===== config.mk =====
export PLATFORM = sky130hd
export DESIGN_NAME = alu_share_arbiter
export DESIGN_NICKNAME = d
export VERILOG_FILES = /design/src/rtl/alu_share_arbiter.sv
export SDC_FILE = /design/constraint.sdc
export NUM_CORES = 1
export LEC_CHECK = 0
export ABC_AREA = 1
export CORE_AREA = 2 2 116 118
export DETAILED_ROUTE_END_ITERATION = 8
export DIE_AREA = 0 0 118 120
export MAX_ROUTING_LAYER = met4
export PLACE_DENSITY_LB_ADDON = 0.08
export SLEW_MARGIN = 10
export SYNTH_ARGS = -nofsm -noshare
export SYNTH_HDL_FRONTEND = slang
export SYNTH_SLANG_ARGS = --single-unit

===== constraint.sdc =====
create_clock -name clk -period 4.05 [get_ports clk]
set_clock_uncertainty 0.1 [all_clocks]
set_input_delay 0.405 -clock clk [delete_from_list [all_inputs] [get_ports clk]]
set_output_delay 0.405 -clock clk [all_outputs]
set_load 0.02 [all_outputs]

===== src/rtl/alu_share_arbiter.sv =====
// Two-requester arbiter that time-shares one combinational ALU and returns a tagged, stallable response.
// Optional ALU_ARB_RR_EN selects round-robin tie breaking; otherwise requester 0 has fixed priority.
module alu_share_arbiter #(
  parameter int WIDTH  = 32,
  parameter int OP_W   = 4,
  parameter int MAX_OP = 8
) (
  input  logic             clk,
  input  logic             rst_n,
  input  logic             req0_valid,
  output logic             req0_ready,
  input  logic [WIDTH-1:0] req0_a,
  input  logic [WIDTH-1:0] req0_b,
  input  logic [OP_W-1:0]  req0_op,
  input  logic             req1_valid,
  output logic             req1_ready,
  input  logic [WIDTH-1:0] req1_a,
  input  logic [WIDTH-1:0] req1_b,
  input  logic [OP_W-1:0]  req1_op,
  output logic [WIDTH-1:0] alu_a,
  output logic [WIDTH-1:0] alu_b,
  output logic [OP_W-1:0]  alu_ctrl,
  input  logic [WIDTH-1:0] alu_result,
  input  logic             alu_zero,
  output logic             res_valid,
  input  logic             res_ready,
  output logic             res_id,
  output logic [WIDTH-1:0] res_data,
  output logic             res_zero,
  output logic             res_err
);

  typedef enum logic [1:0] {
    IDLE = 2'd0,
    EXEC = 2'd1,
    RESP = 2'd2
  } state_t;

  state_t           state_q, state_d;
  logic [WIDTH-1:0] a_q, a_d, b_q, b_d;
  logic [OP_W-1:0]  op_q, op_d;
  logic             id_q, id_d;
  logic             res_valid_q, res_valid_d;
  logic             res_id_q, res_id_d;
  logic [WIDTH-1:0] res_data_q, res_data_d;
  logic             res_zero_q, res_zero_d;
  logic             res_err_q, res_err_d;
  logic             grant0_s, grant1_s;
  logic             op_illegal_s;

`ifdef ALU_ARB_RR_EN
  logic last_q, last_d;

  // Round-robin grant: on a tie the requester not granted last time wins.
  always_comb begin
    if (req0_valid && req1_valid) begin
      grant0_s = last_q;
      grant1_s = !last_q;
    end else begin
      grant0_s = req0_valid;
      grant1_s = req1_valid;
    end
  end

  // Last-grant pointer moves only on an accepted request.
  always_comb begin
    if (req0_ready) begin
      last_d = 1'b0;
    end else if (req1_ready) begin
      last_d = 1'b1;
    end else begin
      last_d = last_q;
    end
  end

  // Pointer register; reset value lets requester 0 win the first tie.
  always_ff @(posedge clk or negedge rst_n) begin
    if (!rst_n) begin
      last_q <= 1'b1;
    end else begin
      last_q <= last_d;
    end
  end
`else
  // Fixed priority grant: requester 1 only when requester 0 is idle.
  always_comb begin
    grant0_s = req0_valid;
    grant1_s = req1_valid && !req0_valid;
  end
`endif

  assign req0_ready   = (state_q == IDLE) && grant0_s;
  assign req1_ready   = (state_q == IDLE) && grant1_s;
  assign op_illegal_s = (op_q > OP_W'(MAX_OP));

  // Next-state and datapath capture for the IDLE -> EXEC -> RESP sequence.
  always_comb begin
    state_d     = state_q;
    a_d         = a_q;
    b_d         = b_q;
    op_d        = op_q;
    id_d        = id_q;
    res_valid_d = res_valid_q;
    res_id_d    = res_id_q;
    res_data_d  = res_data_q;
    res_zero_d  = res_zero_q;
    res_err_d   = res_err_q;
    case (state_q)
      IDLE: begin
        if (req0_ready) begin
          a_d     = req0_a;
          b_d     = req0_b;
          op_d    = req0_op;
          id_d    = 1'b0;
          state_d = EXEC;
        end else if (req1_ready) begin
          a_d     = req1_a;
          b_d     = req1_b;
          op_d    = req1_op;
          id_d    = 1'b1;
          state_d = EXEC;
        end else begin
          state_d = IDLE;
        end
      end
      EXEC: begin
        // Illegal op codes never expose whatever the ALU produced.
        if (op_illegal_s) begin
          res_data_d = '0;
          res_zero_d = 1'b1;
        end else begin
          res_data_d = alu_result;
          res_zero_d = alu_zero;
        end
        res_err_d   = op_illegal_s;
        res_id_d    = id_q;
        res_valid_d = 1'b1;
        state_d     = RESP;
      end
      RESP: begin
        if (res_ready) begin
          res_valid_d = 1'b0;
          state_d     = IDLE;
        end else begin
          state_d = RESP;
        end
      end
      default: begin
        res_valid_d = 1'b0;
        state_d     = IDLE;
      end
    endcase
  end

  // All FSM state, operand registers and response registers.
  always_ff @(posedge clk or negedge rst_n) begin
    if (!rst_n) begin
      state_q     <= IDLE;
      a_q         <= '0;
      b_q         <= '0;
      op_q        <= '0;
      id_q        <= 1'b0;
      res_valid_q <= 1'b0;
      res_id_q    <= 1'b0;
      res_data_q  <= '0;
      res_zero_q  <= 1'b0;
      res_err_q   <= 1'b0;
    end else begin
      state_q     <= state_d;
      a_q         <= a_d;
      b_q         <= b_d;
      op_q        <= op_d;
      id_q        <= id_d;
      res_valid_q <= res_valid_d;
      res_id_q    <= res_id_d;
      res_data_q  <= res_data_d;
      res_zero_q  <= res_zero_d;
      res_err_q   <= res_err_d;
    end
  end

  assign alu_a     = a_q;
  assign alu_b     = b_q;
  assign alu_ctrl  = op_q;
  assign res_valid = res_valid_q;
  assign res_id    = res_id_q;
  assign res_data  = res_data_q;
  assign res_zero  = res_zero_q;
  assign res_err   = res_err_q;

endmodule


### After elaboration in Yosys (flattened, before gate mapping)

Cells that the tools add are included.

| cells by class | value |
|---|---|
| $lt $le $gt $ge | 1 |
| eq/ne operators | 3 |
| muxes and demuxes | 16 |
| bitwise gates (word level) | 1 |
| reductions and logical operators | 8 |

Operator list:

| cell | number |
|---|---|
| $mux W32 | 5 |
| $mux W4 | 2 |
| $mux W1 | 6 |
| $pmux W2 S3 | 1 |
| $gt A4 B4 Y1 const B | 1 |
| $reduce_and A2 Y1 | 2 |
| $logic_and A1 B1 Y1 | 3 |
| $pmux W1 S3 | 1 |
| $eq A2 B1 Y1 const B | 1 |
| $eq A2 B2 Y1 const B | 1 |
| $logic_not A2 Y1 | 1 |
| $mux W2 | 1 |
| $ne A2 B2 Y1 const B | 1 |
| $reduce_bool A2 Y1 | 1 |
| $logic_not A1 Y1 | 1 |
| $not A1 Y1 | 1 |

| storage, ports and cells | value |
|---|---|
| flip-flop bits (word level) | 107 |
| input bits | 174 |
| output and inout bits | 106 |
| word-level logic and storage cells | 39 |

### Depth between registers and ports, before layout

| logic depth | value |
|---|---|
| depth in word-level cells | 6 |
| mapped depth | 8 |
| mapped depth without buffers | 6 |

### Worst setup path before layout

No wires, ideal clock.

| timing path | value |
|---|---|
| path kind | register -> output |
| from | register state_q[1] |
| to | output req1_ready |
| arrival | 1,244 ps |
| required time | 3,545 ps |
| setup slack | 2,301 ps |
| cell stages (with the launch flop) | 5 |
| path buffers | 1 |
| cells stage by stage | dfrtp_1 > nor2_4 > clkbuf_1 > nand2_1 > nor2_1 |

| on the way | value |
|---|---|
| word-level cells in the longest chain between the ends | 2 |

Ends and longest elaborated chain:

| item | line | RTL |
|---|---|---|
| start, declared | 39 | `state_t state_q, state_d;` |
| start signal, assigned | 169 | `state_q <= state_d;` |
| $logic_not A2 Y1 | 93 | `assign req1_ready = (state_q == IDLE) && grant1_s;` |
| $logic_and A1 B1 Y1 | 93 |  |
| end, declared | 16 | `output logic req1_ready,` |

No other way between the ends.

### Worst setup path after layout

| timing path | value |
|---|---|
| from | input req0_valid |
| to | output req0_ready |

| on the way | value |
|---|---|
| word-level cells in the longest chain between the ends | 1 |

Ends and longest elaborated chain:

| item | line | RTL |
|---|---|---|
| start, declared | 10 | `input logic req0_valid,` |
| $logic_and A1 B1 Y1 | 92 | `assign req0_ready = (state_q == IDLE) && grant0_s;` |
| end, declared | 11 | `output logic req0_ready,` |

No other way between the ends.

==> impl_metrics.toml <==
[clocking]
cts_buffer_depth = 2
cts_tree = "done"
clock-root-buffer = "clkbuf_16"
clock-sinks = 107
htreeDepth = 3
clk_pin_slew_ns = 0.06
postCtsHoldBufs = 0
numCtsBuffers = 9
clk_latency_ns = 0.34
ctsResizeCount = 0
post-cts-setup-buffer-count = 0

[placed_design]
routabilityCongestion = 0.8621
port_buffers = 279
dpl.cell_count = 1173
placed_area_sq_um = 8245
hpwlAfterDp_mm = 11.38

[run_status]
status = "completed"

[global_routing]
grt_usage_pct = 24.41
grt_pass1_vias = 5330
grt_max_degree = 70
grt_pass1_wl_mm = 26.62
grt-ovfl-total = 0
grt_antenna_before_repair = 0

[layout]
final_cell_mix = "clkdlybuf4s50_1 (277), nand2_1 (276), nand3_1 (168)"
fin_area_sq_um = 8496
regArea_sq_um = 2678
fin_cells = 1186
antenna_cells = 0
final_common_cell = "clkdlybuf4s50_1"
final_util_pct = 65.45
fillCellCount = 1172
multiInputGateArea_sq_um = 1962
final_layout_size_suffix_gt1_share_pct = 2.574
area_growth_pct = 56.92
nets = 1182

[pwr]
seq_power_share_pct = 30.7
combPwrFrac_pct = 56.4
p_leak_uw = 0.004496
p_sw_uw = 2651
clkPwrFrac_pct = 12.9
switching_share_pct = 43.51
peakVddDrop_uv = 308.0
pwr_density_cell_nw_per_um2 = 717.2
intPower_uw = 3442

[worst_setup_path]
reg2reg_from = "state_q[1]"
cp.arrival_ns = 2.14
crit_slowest_cell = "clkdlybuf4s50_1"
path_buf_inv = 4
cp_cell_sequence = "buf_2 -> buf_4 -> nand2_2 -> inv_1 -> clkdlybuf4s50_1"
start_kind = "input port"
cp.required_ns = 3.54
critical_path.max_fanout = 52
rrSetupSlack_ns = 1.92
crit_family = "buffers and inverters"
critPathKind = "input port to primary output"
max_stage_delay_ns = 0.60
end_kind = "primary output"
rr_endpoint = "res_data[18]"
startpoint = "req0_valid"
reg2reg_depth = 6

[drt]
wl_met2_mm = 7.828
wl_per_cell_um = 13.91
highest_layer = "met4"
drt_iter0_drc = 353
remaining_drc_errors = 0
firstDrtPassIters = 4
wirelength_mm = 16.50
final_antenna_net_count = 0
via_per_inst = 4.605
m1WireLength_mm = 7.106
wl_met3_um = 986
vias = 5462

[synthesis]
syn_nets = 930
netlist_area_sq_um = 5414
avgSynthCellArea_sq_um = 7.161
ys_dominant_reg_cell = "dfrtp_1"
synth_edf_count = 0
synth_seq_cells = 107
synth_top_area_cell = "dfrtp_1"
yosysWarnings = 0
synth.area.top_cells = "dfrtp_1 (49%), nand2_1 (19%), nand3_1 (16%)"
netlist_instances = 756
synth_top_area_share_pct = 49.46
synthArstFlopShare_pct = 100.0
yosys.cell_types.count = 16
seq_area_frac_synth_pct = 49.46

[timing]
fmax_mhz = 378.0
min_period_over_period_pct = 65.33
tightestPinTransition_ns = 1.135
final.setup.tns_ns = 0
report.final.setup_viol = 0
rsz0062_at_grt = "no"
hold_violations = 0
fin_crit_ns = 2.646
slew_headroom_pct = 24.15
holdWs_ns = 0.04882
drv_slew = 0

[floorplanning]
row_count = 42
die_y_um = 120
core_area_sq_um = 12980
ioPinCount = 280
initial_core_util_pct = 41.71
die_area_sq_um = 14160
die_w_um = 118

[job]
drv_cap = 0

[hold_path]
hold_class = "input port to asynchronous set/reset pin"
[cell families after synthesis]
| group | after synthesis | share of synthesized area (%) |
|---|---|---|
| AO/OA/AOI/OAI | 7 | 0.6470 |
| buffers and inverters | 190 | 14.31 |
| flip-flops | 107 | 49.46 |
| AND/OR/NAND/NOR | 452 | 35.59 |
[power groups by stage]
stage | clock network (uW) | registers (uW) | logic, uW
finish | 787 | 1870 | 3440
global route | 844 | 1940 | 3750
CTS | 809 | 1870 | 3480
detailed placement | 0 | 1880 | 3480
global placement | 0 | 1880 | 3420
floorplan | 0 | 2480 | 1320
[sequential cells by signal, summed over array words and instances (netlist names)]
name,flops
alu_a,32
alu_b,32
alu_ctrl,4
id_q,1
res_data,32
res_err,1
res_id,1
res_valid,1
res_zero,1
state_q,2
[routing by layer]
metal  vias to the layer above  GRT usage (%)
li1                       2773              -
met1                      2450          30.49
met2                       201          38.55
met3                        38          4.848
met4                         0          11.22
met5                         -              -
[Yosys cell counts (2+ instances only)]
library cell and count:
nand2_1 276, nand3_1 168, inv_1 142, dfrtp_1 107, buf_2 19, clkbuf_1 15, buf_4 6, o21ai_0 5
buf_1 4, nor2_1 4, a21oi_1 2, buf_6 2, inv_2 2, nor2_4 2
[area by class of cell]
class	count	share of cell area, %
Multi-Input combinational cell	459	23.09
Tap cell	176	2.592
Inverter	144	6.362
Timing Repair Buffer	287	33.49
Clock buffer	13	2.946
Sequential cell	107	31.52
[how the worst max path moves through the flow]
stage | cells after the start | end
4_1_cts | 5 | req0_ready
3_3_place_gp | 5 | req0_ready
2_1_floorplan | 4 | req1_ready
6_report | 5 | req0_ready
3_5_place_dp | 5 | req0_ready
5_1_grt | 5 | req0_ready
[metrics by stage]
step           setup WS, ns  power [uW]
4_1_cts               1.419        6162
6_report              1.404        6093
3_3_place_gp          1.449        5299
2_1_floorplan         2.301        3803
5_1_grt               1.357        6540
3_5_place_dp          1.424        5352
No activity file was read; power rests on OpenSTA's default activity.
